<file path="config.mk">
export PLATFORM = sky130hd
export DESIGN_NAME = trace_bist_ctrl
export DESIGN_NICKNAME = d
export VERILOG_FILES = /design/src/rtl/trace_bist_ctrl.sv
export SDC_FILE = /design/constraint.sdc
export NUM_CORES = 1
export LEC_CHECK = 0
export CORE_MARGIN = 5
export CORE_UTILIZATION = 35
export CTS_CLUSTER_SIZE = 14
export DETAILED_ROUTE_END_ITERATION = 7
export HOLD_SLACK_MARGIN = 0.12
export PLACE_DENSITY_LB_ADDON = 0.1
export SETUP_SLACK_MARGIN = 0.1
export SYNTH_ARGS = -nofsm -noshare
export SYNTH_HDL_FRONTEND = slang
export SYNTH_SLANG_ARGS = --single-unit
</file>
<file path="constraint.sdc">
create_clock -name clk -period 1.75 [get_ports clk]
set_input_delay 0.35 -clock clk [delete_from_list [all_inputs] [get_ports clk]]
set_output_delay 0.35 -clock clk [all_outputs]
set_load 0.02 [all_outputs]
</file>
<file path="src/rtl/trace_bist_ctrl.sv">
// BIST sequencer/arbiter for the mips_16 data-memory / trace-compactor port.
// Passes the CPU through when idle; otherwise clears, sweeps and signs off the compactor.
module trace_bist_ctrl #(
    parameter int          ADDR_W = 8,
    parameter logic [15:0] SEED   = 16'hA5A5,
    parameter logic [15:0] GOLDEN = 16'h0000
) (
    input  logic        clk,
    input  logic        rst,
    input  logic        i_bist_start,
    input  logic [15:0] i_cpu_addr,
    input  logic [15:0] i_cpu_wdata,
    input  logic        i_cpu_we,
    output logic        o_cpu_stall,
    output logic [15:0] o_mem_addr,
    output logic [15:0] o_mem_wdata,
    output logic        o_mem_we,
    output logic        o_ora_clr,
    input  logic [15:0] i_sig_in,
    output logic        o_bist_busy,
    output logic        o_bist_done,
    output logic        o_bist_pass,
    output logic [15:0] o_bist_sig
);

    // state | meaning
    // IDLE  | CPU owns the port, waiting for bist_start
    // CLEAR | compactor clear pulse, CPU stalled
    // SWEEP | 2^ADDR_W pattern writes, cnt = address
    // DRAIN | last write settled, capture signature and verdict
    // DONE  | one-cycle done pulse, CPU released
    typedef enum logic [2:0] {
        S_IDLE,
        S_CLEAR,
        S_SWEEP,
        S_DRAIN,
        S_DONE
    } state_t;

    localparam logic [ADDR_W-1:0] CNT_LAST = '1;

    state_t            r_state;
    state_t            w_state_nxt;
    logic [ADDR_W-1:0] r_cnt;
    logic [ADDR_W-1:0] w_cnt_nxt;
    logic              r_pass;
    logic [15:0]       r_sig;
    logic [7:0]        w_cnt8;

    assign w_cnt8 = 8'(r_cnt);

    always_ff @(posedge clk or posedge rst) begin
        if (rst) begin
            r_state <= S_IDLE;
            r_cnt   <= '0;
            r_pass  <= 1'b0;
            r_sig   <= 16'h0000;
        end else begin
            r_state <= w_state_nxt;
            r_cnt   <= w_cnt_nxt;
            if (r_state == S_DRAIN) begin
                r_sig  <= i_sig_in;
                r_pass <= (i_sig_in == GOLDEN);
            end
        end
    end

    always_comb begin
        w_state_nxt = r_state;
        w_cnt_nxt   = r_cnt;
        o_mem_addr  = i_cpu_addr;
        o_mem_wdata = i_cpu_wdata;
        o_mem_we    = i_cpu_we;
        o_ora_clr   = 1'b0;
        o_bist_busy = 1'b0;
        o_bist_done = 1'b0;
        case (r_state)
            S_IDLE: begin
                if (i_bist_start) w_state_nxt = S_CLEAR;
            end
            S_CLEAR: begin
                o_ora_clr   = 1'b1;
                o_bist_busy = 1'b1;
                o_mem_addr  = 16'h0000;
                o_mem_wdata = 16'h0000;
                o_mem_we    = 1'b0;
                w_cnt_nxt   = '0;
                w_state_nxt = S_SWEEP;
            end
            S_SWEEP: begin
                o_bist_busy = 1'b1;
                o_mem_addr  = 16'(r_cnt);
                o_mem_wdata = {w_cnt8, w_cnt8} ^ SEED;
                o_mem_we    = 1'b1;
                // natural wrap brings cnt back to 0 on the last write
                w_cnt_nxt   = r_cnt + 1'b1;
                if (r_cnt == CNT_LAST) w_state_nxt = S_DRAIN;
            end
            S_DRAIN: begin
                o_bist_busy = 1'b1;
                o_mem_addr  = 16'h0000;
                o_mem_wdata = 16'h0000;
                o_mem_we    = 1'b0;
                w_state_nxt = S_DONE;
            end
            S_DONE: begin
                o_bist_done = 1'b1;
                w_state_nxt = S_IDLE;
            end
            default: begin
                w_state_nxt = S_IDLE;
            end
        endcase
    end

    assign o_cpu_stall = o_bist_busy;
    assign o_bist_pass = r_pass;
    assign o_bist_sig  = r_sig;

endmodule
</file>
==> flow_summary.ini, run 1 <==
[worst_setup_path]
r2r-start = r_state[2]
r2r_slack_ns = -0.05
crit_type = flop to primary output
cp_slowest_stage_delay_ns = 0.42
worst-path-buf-inv = 4
crit_path_frequent_cell = buf_6
critical_path_peak_fanout = 9
critPathCaptureType = primary output
reg2reg_to = r_cnt[4]
critPathTopFamily = buffers and inverters
r2r_cells = 6
crit_path_start_kind = flop
critPathRequiredTime_ns = 1.40
crit_slowest_cell = dfrtp_1
worstPathArrival_ns = 1.57
path_cells = buf_6 -> o21bai_4 -> buf_6 -> buf_12 -> and2_1 -> buf_6

[synth]
synthArstFlopShare_pct = 100
syn_nets = 208
synth_cells = 155
synth_edf_count = 0
synthFlopType = dfrtp_1
synth-seq-area-share_pct = 45.6
ys_warn_count = 0
synth.ff_latch_count = 28
syn-cell-area_um2 = 1540
synth_cell_types = 33
syn_area_per_cell_um2 = 9.92

[floorplanning]
dieArea_um2 = 5820
die_h_um = 76.3
initial_utilization_pct = 35.8
die_w_um = 76.3
rows = 24
core_um2 = 4290
pin_count = 106

[outcome]
failed_checks = negative setup slack
status = complete, but fails checks

[power]
clkPwrFrac_pct = 6.8
intPower_mw = 3.45
p_per_area_nw_per_um2 = 1920
p_switching_mw = 2.52
leakage_nw = 1.38
p_comb_share_pct = 74.9
swShare_pct = 42.2
p_seq_share_pct = 18.3
vdd_drop_max_mv = 1.14

[detailed_routing]
drc = 0
via_per_inst = 4.97
vias = 1661
ant_nets = 0
first_pass_iters = 4
wirelength_mm = 5.32
drt_iter0_markers = 47
detail_route.wl_per_cell_um = 15.9

[timing]
finalCritPeriodShare_pct = 110
totalNegativeSetupSlack_ns = -4.53
setup_viol = 36
rsz0062_at_grt = true
drv_slew = 0
fin_ws_ns = -0.172
finalCriticalPeriod_ns = 1.92
tightest_slew_ns = 0.441
skew_ns = 0.00115
slew_headroom_pct = 70.3
final_hold_viol_count = 0
max_freq_ghz = 0.520

[clock_tree]
cts_sinks = 28
cts_buffers = 3
path_clk_slew_ns = 0.09
cts_buffer_depth = 2
h-tree-depth = 1
clk_latency_ns = 0.27
clock-root-buffer = clkbuf_8
cts_tree = yes

[global_route]
antenna_found_initial = 0
grt_start_max_net_pins = 29
grt_pass1_wl_mm = 8.40
grt_pass1_vias = 1669
overflow = 0
grt_usage_pct = 17.4

[finish]
area_delta_synth_final_pct = 102
drive_gt1_share_pct = 42.9
post-route-util_pct = 72.3
antenna_cells = 0
final_nets = 336
fin_cells = 334

[place]
dp_hpwl_mm = 3.69
port_buffers = 105
pre_cts_ws_ns = -0.314
dp.cells = 316
gp_congestion = 0.770

[flow_run]
max-cap-violations = 0

[min_path]
hold_class = input port to async pin
-- stage by stage --
step / hold WS [ns] / power, mW / instance area, um2
after floorplan: 0.415 / 3.15 / 1620
after global placement: 0.466 / 4.85 / 2800
after detailed placement: 0.474 / 4.88 / 2800
after CTS: 0.436 / 5.88 / 3020
after global routing: 0.455 / 6.29 / 3110
final: 0.430 / 5.97 / 3110
-- final cells by class --
cell class              instances  area (um2)
repair buffers                131        1350
clock buffers                   4        55.1
well taps                      52        65.1
multi-input cells             110         896
flip-flops and latches         28         703
inverters                       9        33.8
fillers                       332        1190
-- routing by layer --
| metal | track usage, % | part of all wire, % | routed length (um) | vias up |
|---|---|---|---|---|
| li1 | - | - | - | 816 |
| met1 | 21.1 | 41 | 2180 | 787 |
| met2 | 30.1 | 52 | 2770 | 50 |
| met3 | 5.32 | 5.5 | 291 | 8 |
| met4 | 4.20 | 1.5 | 79 | 0 |
| met5 | 0 | 0 | 0 | - |
-- flip-flops by register name (all words and copies together) (netlist names) --
name,flops
o_bist_pass,1
o_bist_sig,16
r_cnt,8
r_state,3
-- synthesized netlist by cell type, types with 3 or more instances --
cell / count / share of area [%]
a21oi_1: 3 / 0.98
nor4_1: 4 / 1.6
mux2_2: 17 / 12
dfrtp_1: 28 / 46
a22o_1: 10 / 5.7
o21ai_0: 20 / 6.5
clkbuf_1: 6 / 1.5
and2_1: 8 / 3.3
inv_1: 9 / 2.2
nand3_1: 3 / 0.98
nand2_1: 19 / 4.6
-- cells in the final DEF, fill, tap and decap left out, drive strengths merged, types with 3 or more instances in the layout --
cell type	instances
inv	9
nor4	4
or3b	3
a21oi	3
and2	8
buf	63
o21ai	20
nand3	3
dfrtp	28
a22o	10
nand2	19
clkbuf	4
clkdlybuf4s50	66
mux2	17
-- logic make-up after synthesis --
group                      after synthesis  synth area share, %
and+or+nand+nor                         46                 16.4
xor gates and xnor gates                 1                0.570
adders and majority gates                1                0.814
AOI/OAI and AO/OA                       41                 17.4
muxes                                   19                 13.8
buffers and inverters                   19                 5.53
DFF                                     28                 45.6
-- power by group through the flow --
stage	clock network (mW)	logic (mW)	registers, mW
after floorplan	0	1.80	1.35
after global placement	0	3.76	1.09
after detailed placement	0	3.78	1.10
after CTS	0.421	4.37	1.09
after global routing	0.444	4.72	1.13
final	0.405	4.47	1.09
-- timing repair --
item / in CTS / in global routing
setup buffers: 9 / 2
endpoints found under the setup margin: 40 / 45
pin swaps: 6 / 7
cloned: 4 / 0
gates resized for setup: 217 / 31
hold buffers: 0 / 0
-- tightest hold or removal path, cell delays in order --
cell	delay, ns
clkdlybuf4s50_1	0.39
inv_1	0.05
buf_4	0.33
-- worst max path at each step --
stage,from,to,cells past startpoint
after floorplan,r_state[0],o_mem_addr[6],3
after global placement,r_state[0],o_mem_wdata[0],3
after detailed placement,r_state[0],o_mem_wdata[0],3
after CTS,r_state[2],o_mem_wdata[11],6
after global routing,r_state[0],o_mem_wdata[8],7
final,r_state[2],o_mem_addr[14],6
No activity file was read; power rests on OpenSTA's default activity.
==> inputs of run 2 (changes only) <==
--- a/config.mk
+++ b/config.mk
@@ -7,6 +7,7 @@
 export LEC_CHECK = 0
 export CORE_MARGIN = 5
 export CORE_UTILIZATION = 35
+export CTS_CLUSTER_DIAMETER = 50
 export CTS_CLUSTER_SIZE = 14
 export DETAILED_ROUTE_END_ITERATION = 7
 export HOLD_SLACK_MARGIN = 0.12
@@ -15,3 +16,4 @@
 export SYNTH_ARGS = -nofsm -noshare
 export SYNTH_HDL_FRONTEND = slang
 export SYNTH_SLANG_ARGS = --single-unit
+export TNS_END_PERCENT = 50
==> constraint.sdc (replaced) <==
create_clock -name clk -period 1.75 [get_ports clk]
set_input_delay 0.175 -clock clk [delete_from_list [all_inputs] [get_ports clk]]
set_output_delay 0.175 -clock clk [all_outputs]
set_load 0.02 [all_outputs]
==> flow_summary.ini, run 2 (synthesis results as in run 1) <==
[outcome]
status = complete, but fails checks
failed_checks = negative setup slack

[worst_setup_path]
critPathRequiredTime_ns = 1.95
crit_path_start_kind = flop
critPathCaptureType = flop
critical_path_peak_fanout = 8
crit_path_frequent_cell = buf_6
worst-path-buf-inv = 3
path_cells = buf_6 -> or3b_4 -> buf_6 -> buf_6 -> or3_1 -> a21oi_1
critPathTopFamily = simple AND/OR/NAND/NOR gates
worstPathArrival_ns = 2.05
crit_type = flop to flop
crit_slowest_cell = dfrtp_1
cp_slowest_stage_delay_ns = 0.44

[global_route]
antenna_found_initial = 0
grt_pass1_wl_mm = 7.73
grt_start_max_net_pins = 29
grt_usage_pct = 15.8
grt_pass1_vias = 1579
overflow = 0

[detailed_routing]
via_per_inst = 5.07
vias = 1695
first_pass_iters = 4
ant_nets = 0
drc = 0
detail_route.wl_per_cell_um = 15.8
wirelength_mm = 5.27
drt_iter0_markers = 76

[floorplanning]
rows = 24
initial_utilization_pct = 35.8
core_um2 = 4290
dieArea_um2 = 5820
die_w_um = 76.3
die_h_um = 76.3
pin_count = 106

[timing]
final_hold_viol_count = 0
drv_slew = 0
skew_ns = 0.00561
fin_ws_ns = -0.101
finalCriticalPeriod_ns = 1.85
slew_headroom_pct = 74.8
tightest_slew_ns = 0.375
setup_viol = 22
finalCritPeriodShare_pct = 106
rsz0062_at_grt = true
max_freq_ghz = 0.540
totalNegativeSetupSlack_ns = -0.775

[finish]
largest_reg_flops = 16
final_nets = 336
final_common_cell = clkdlybuf4s50_1
antenna_cells = 0
drive_gt1_share_pct = 41.1
fin_cells = 334
fin_area_um2 = 3070
final_cell_mix = clkdlybuf4s50_1, buf_6, dfrtp_1
regArea_um2 = 701
post-route-util_pct = 71.5
fillerInstances = 353
area_delta_synth_final_pct = 99.7
multi_input_area_um2 = 855

[place]
gp_congestion = 0.690
dp.cells = 315
port_buffers = 105
dp_hpwl_mm = 3.62
dpl_cell_area_um2 = 2720

[clock_tree]
h-tree-depth = 1
cts_tree = yes
cts_buffer_depth = 2
clock-root-buffer = clkbuf_8
cts_sinks = 28
clk_latency_ns = 0.27
postCtsHoldBufs = 0
cts_buffers = 3
path_clk_slew_ns = 0.10

[power]
p_per_area_nw_per_um2 = 1960
vdd_drop_max_mv = 1.02
leakage_nw = 1.36

[min_path]
hold_class = input port to async pin

[flow_run]
max-cap-violations = 0
run 2: cell types whose count changed in the layout (fill, tap and decap cells not counted), moves of 5 or more:
cell     previous run  this run
o21ai_2            14         5
buf_6              43        35
buf_4              14        21
o21ai_1             0         6
and2_1              5         0
and2_4              3         8
nand2_1            17        12
nand2_2             2         7
o21ai_0             4         9
run 2: tightest hold or removal path, stage by stage:
cell	delay, ns
clkdlybuf4s50_1	0.39
inv_1	0.05
buf_4	0.32
run 2: power breakdown:
part	total [mW]	leakage [nW]	internal, mW	switching (mW)
registers	1.12	0.348	0.907	0.210
logic	4.41	0.977	2.35	2.05
clock network	0.510	0.0357	0.306	0.203
run 2: worst paths after layout:
check                                 start             end  slack (ns)  cells after the start
max in group asynchronous               rst        r_cnt[3]        1.22                      3
worst max-delay path             r_state[2]        r_cnt[4]       -0.10                      6
worst min-delay path                    rst  o_bist_sig[15]        0.25                      3
worst max register to register   r_state[2]        r_cnt[4]       -0.10                      6
worst min register to register  o_bist_pass     o_bist_pass        0.49                      2
min in group clk                o_bist_pass     o_bist_pass        0.49                      2
run 2: what timing repair did:
| item | 4_1_cts | 5_1_grt |
|---|---|---|
| endpoints found under the setup margin | 37 | 42 |
| pin swaps | 5 | 20 |
| hold endpoints to repair | 0 | 0 |
| setup buffers | 4 | 7 |
| gates cloned | 1 | 3 |
| gates resized for setup | 165 | 112 |
run 2: per-stage QoR:
stage	hold WS [ns]	power, mW	setup slack (ns)
after floorplan	0.240	2.95	0.0429
after global placement	0.467	4.67	-0.0994
after detailed placement	0.475	4.69	-0.155
after CTS	0.275	5.23	-0.134
after global routing	0.298	6.38	-0.140
final	0.250	6.03	-0.101
run 2: layout make-up:
class | instances | area share (%)
clock inverter | 1 | 0.978
timing repair buffer | 132 | 43.7
clock buffer | 3 | 1.34
multi-input combinational | 109 | 27.8
tap | 52 | 2.12
inverter | 9 | 1.18
sequential | 28 | 22.8
run 2: metal layers:
layer / wire [um] / global-route usage, %
met3: 350 / 5.32
met4: 19 / 3.15
met5: 0 / 0
met1: 2260 / 20.4
met2: 2640 / 25.8
==> inputs of run 3 (changes only) <==
--- a/config.mk
+++ b/config.mk
@@ -5,11 +5,13 @@
 export SDC_FILE = /design/constraint.sdc
 export NUM_CORES = 1
 export LEC_CHECK = 0
+export ABC_CLOCK_PERIOD_IN_PS = 1750
 export CORE_MARGIN = 5
 export CORE_UTILIZATION = 35
 export CTS_CLUSTER_DIAMETER = 50
 export CTS_CLUSTER_SIZE = 14
 export DETAILED_ROUTE_END_ITERATION = 7
+export GPL_TIMING_DRIVEN = 0
 export HOLD_SLACK_MARGIN = 0.12
 export PLACE_DENSITY_LB_ADDON = 0.1
 export SETUP_SLACK_MARGIN = 0.1
==> flow_summary.ini, run 3 (synthesis results as in run 1) <==
[outcome]
status = complete, but fails checks
failed_checks = negative setup slack

[flow_run]
max-cap-violations = 0

[finish]
largest_reg_flops = 16
final_nets = 336
final_cell_mix = clkdlybuf4s50_1, buf_6, buf_4
fin_area_um2 = 3020
multi_input_area_um2 = 843
antenna_cells = 0
fillerInstances = 358
regArea_um2 = 707
post-route-util_pct = 70.3
drive_gt1_share_pct = 40.1
area_delta_synth_final_pct = 96.3
final_common_cell = clkdlybuf4s50_1

[floorplanning]
core_um2 = 4290
dieArea_um2 = 5820
die_h_um = 76.3
pin_count = 106
die_w_um = 76.3
initial_utilization_pct = 35.8
rows = 24

[worst_setup_path]
worstSetupStartpoint = r_state[0]
cp_slowest_stage_delay_ns = 0.46
crit_path_frequent_cell = buf_6
path_cells = or3b_4 -> buf_6 -> buf_6 -> o21ai_2 -> buf_6
worstPathArrival_ns = 1.66
r2r-start = r_state[0]
critPathRequiredTime_ns = 1.57
worst-path-buf-inv = 3
critPathCaptureType = primary output
critPathTopFamily = flip-flops
crit_type = flop to primary output
crit_path_start_kind = flop
critical_path_peak_fanout = 5
crit_slowest_cell = dfrtp_2

[place]
gp_congestion = 0.778
port_buffers = 105
dp_hpwl_mm = 3.52
dpl_cell_area_um2 = 2650

[detailed_routing]
ant_nets = 0
detail_route.wl_per_cell_um = 15.3
drt_iter0_markers = 79
via_per_inst = 4.97
vias = 1661
wirelength_mm = 5.12
first_pass_iters = 4
drc = 0

[clock_tree]
cts_buffers = 3
cts_tree = yes
clock-root-buffer = clkbuf_8
h-tree-depth = 1
clk_latency_ns = 0.27
postCtsHoldBufs = 0
path_clk_slew_ns = 0.10
cts_buffer_depth = 2
cts_sinks = 28

[timing]
finalCritPeriodShare_pct = 105
rsz0062_at_grt = true
final_hold_viol_count = 0
skew_ns = 0.00900
max_freq_ghz = 0.544
drv_slew = 0
fin_ws_ns = -0.0887
slew_headroom_pct = 30.2
setup_viol = 20
finalCriticalPeriod_ns = 1.84
hold_ws_ns = 0.444
tightest_slew_ns = 1.05

[global_route]
antenna_found_initial = 0
grt_start_max_net_pins = 29
grt_usage_pct = 17.0
overflow = 0
grt_pass1_vias = 1657
grt_pass1_wl_mm = 8.37

[power]
p_per_area_nw_per_um2 = 1950
vdd_drop_max_mv = 0.963
leakage_nw = 1.33

[min_path]
hold_class = input port to async pin
## run 3: area by class of cell
class	instances	area share, %
plain buffers	10	3.94
clock buffers	3	1.37
clock inverters	1	0.995
inverters	9	1.12
multi-input cells	108	27.9
flip-flops and latches	28	23.4
well taps	52	2.16
repair buffers	123	39.1
## run 3: layer usage
metal  vias up  routed length [um]  track usage, %
met5         -                   0               0
met2        70                2480            27.2
met4         0                  81            4.02
met3         8                 360            4.73
met1       774                2190            22.8
li1        809                   -               -
## run 3: power breakdown
group          internal (mW)  switching, mW  leakage (nW)  total, mW
Clock                  0.306          0.204        0.0357      0.510
Combinational           2.22           2.01         0.954       4.22
Sequential             0.916          0.220         0.341       1.14
## run 3: stage by stage
stage          std cells  TNS [ns]  setup slack [ns]  total power, mW
6_report             334    -0.542           -0.0887             5.87
5_1_grt              334     -2.07            -0.141             6.21
4_1_cts              331    -0.483            -0.103             5.63
3_5_place_dp         312    -16.95            -0.580             4.56
3_3_place_gp         312    -17.58            -0.578             4.53
2_1_floorplan        155         0            0.0429             2.95
## run 3: worst paths after layout
| kind | to | slack (ns) | cells after the start |
|---|---|---|---|
| hold reg to reg | o_bist_sig[1] | 0.52 | 1 |
| min in group clk | r_state[0] | 0.48 | 3 |
| setup / recovery | o_mem_wdata[0] | -0.09 | 5 |
| hold / removal | o_bist_sig[14] | 0.44 | 2 |
| setup reg to reg | r_cnt[6] | 0.04 | 4 |
| max in group asynchronous | r_cnt[0] | 0.59 | 2 |
## run 3: what timing repair did
item | CTS | global route
pin swaps | 11 | 12
gates resized for setup | 250 | 34
setup buffers | 14 | 3
setup endpoints to repair | 39 | 49
gates cloned | 1 | 0
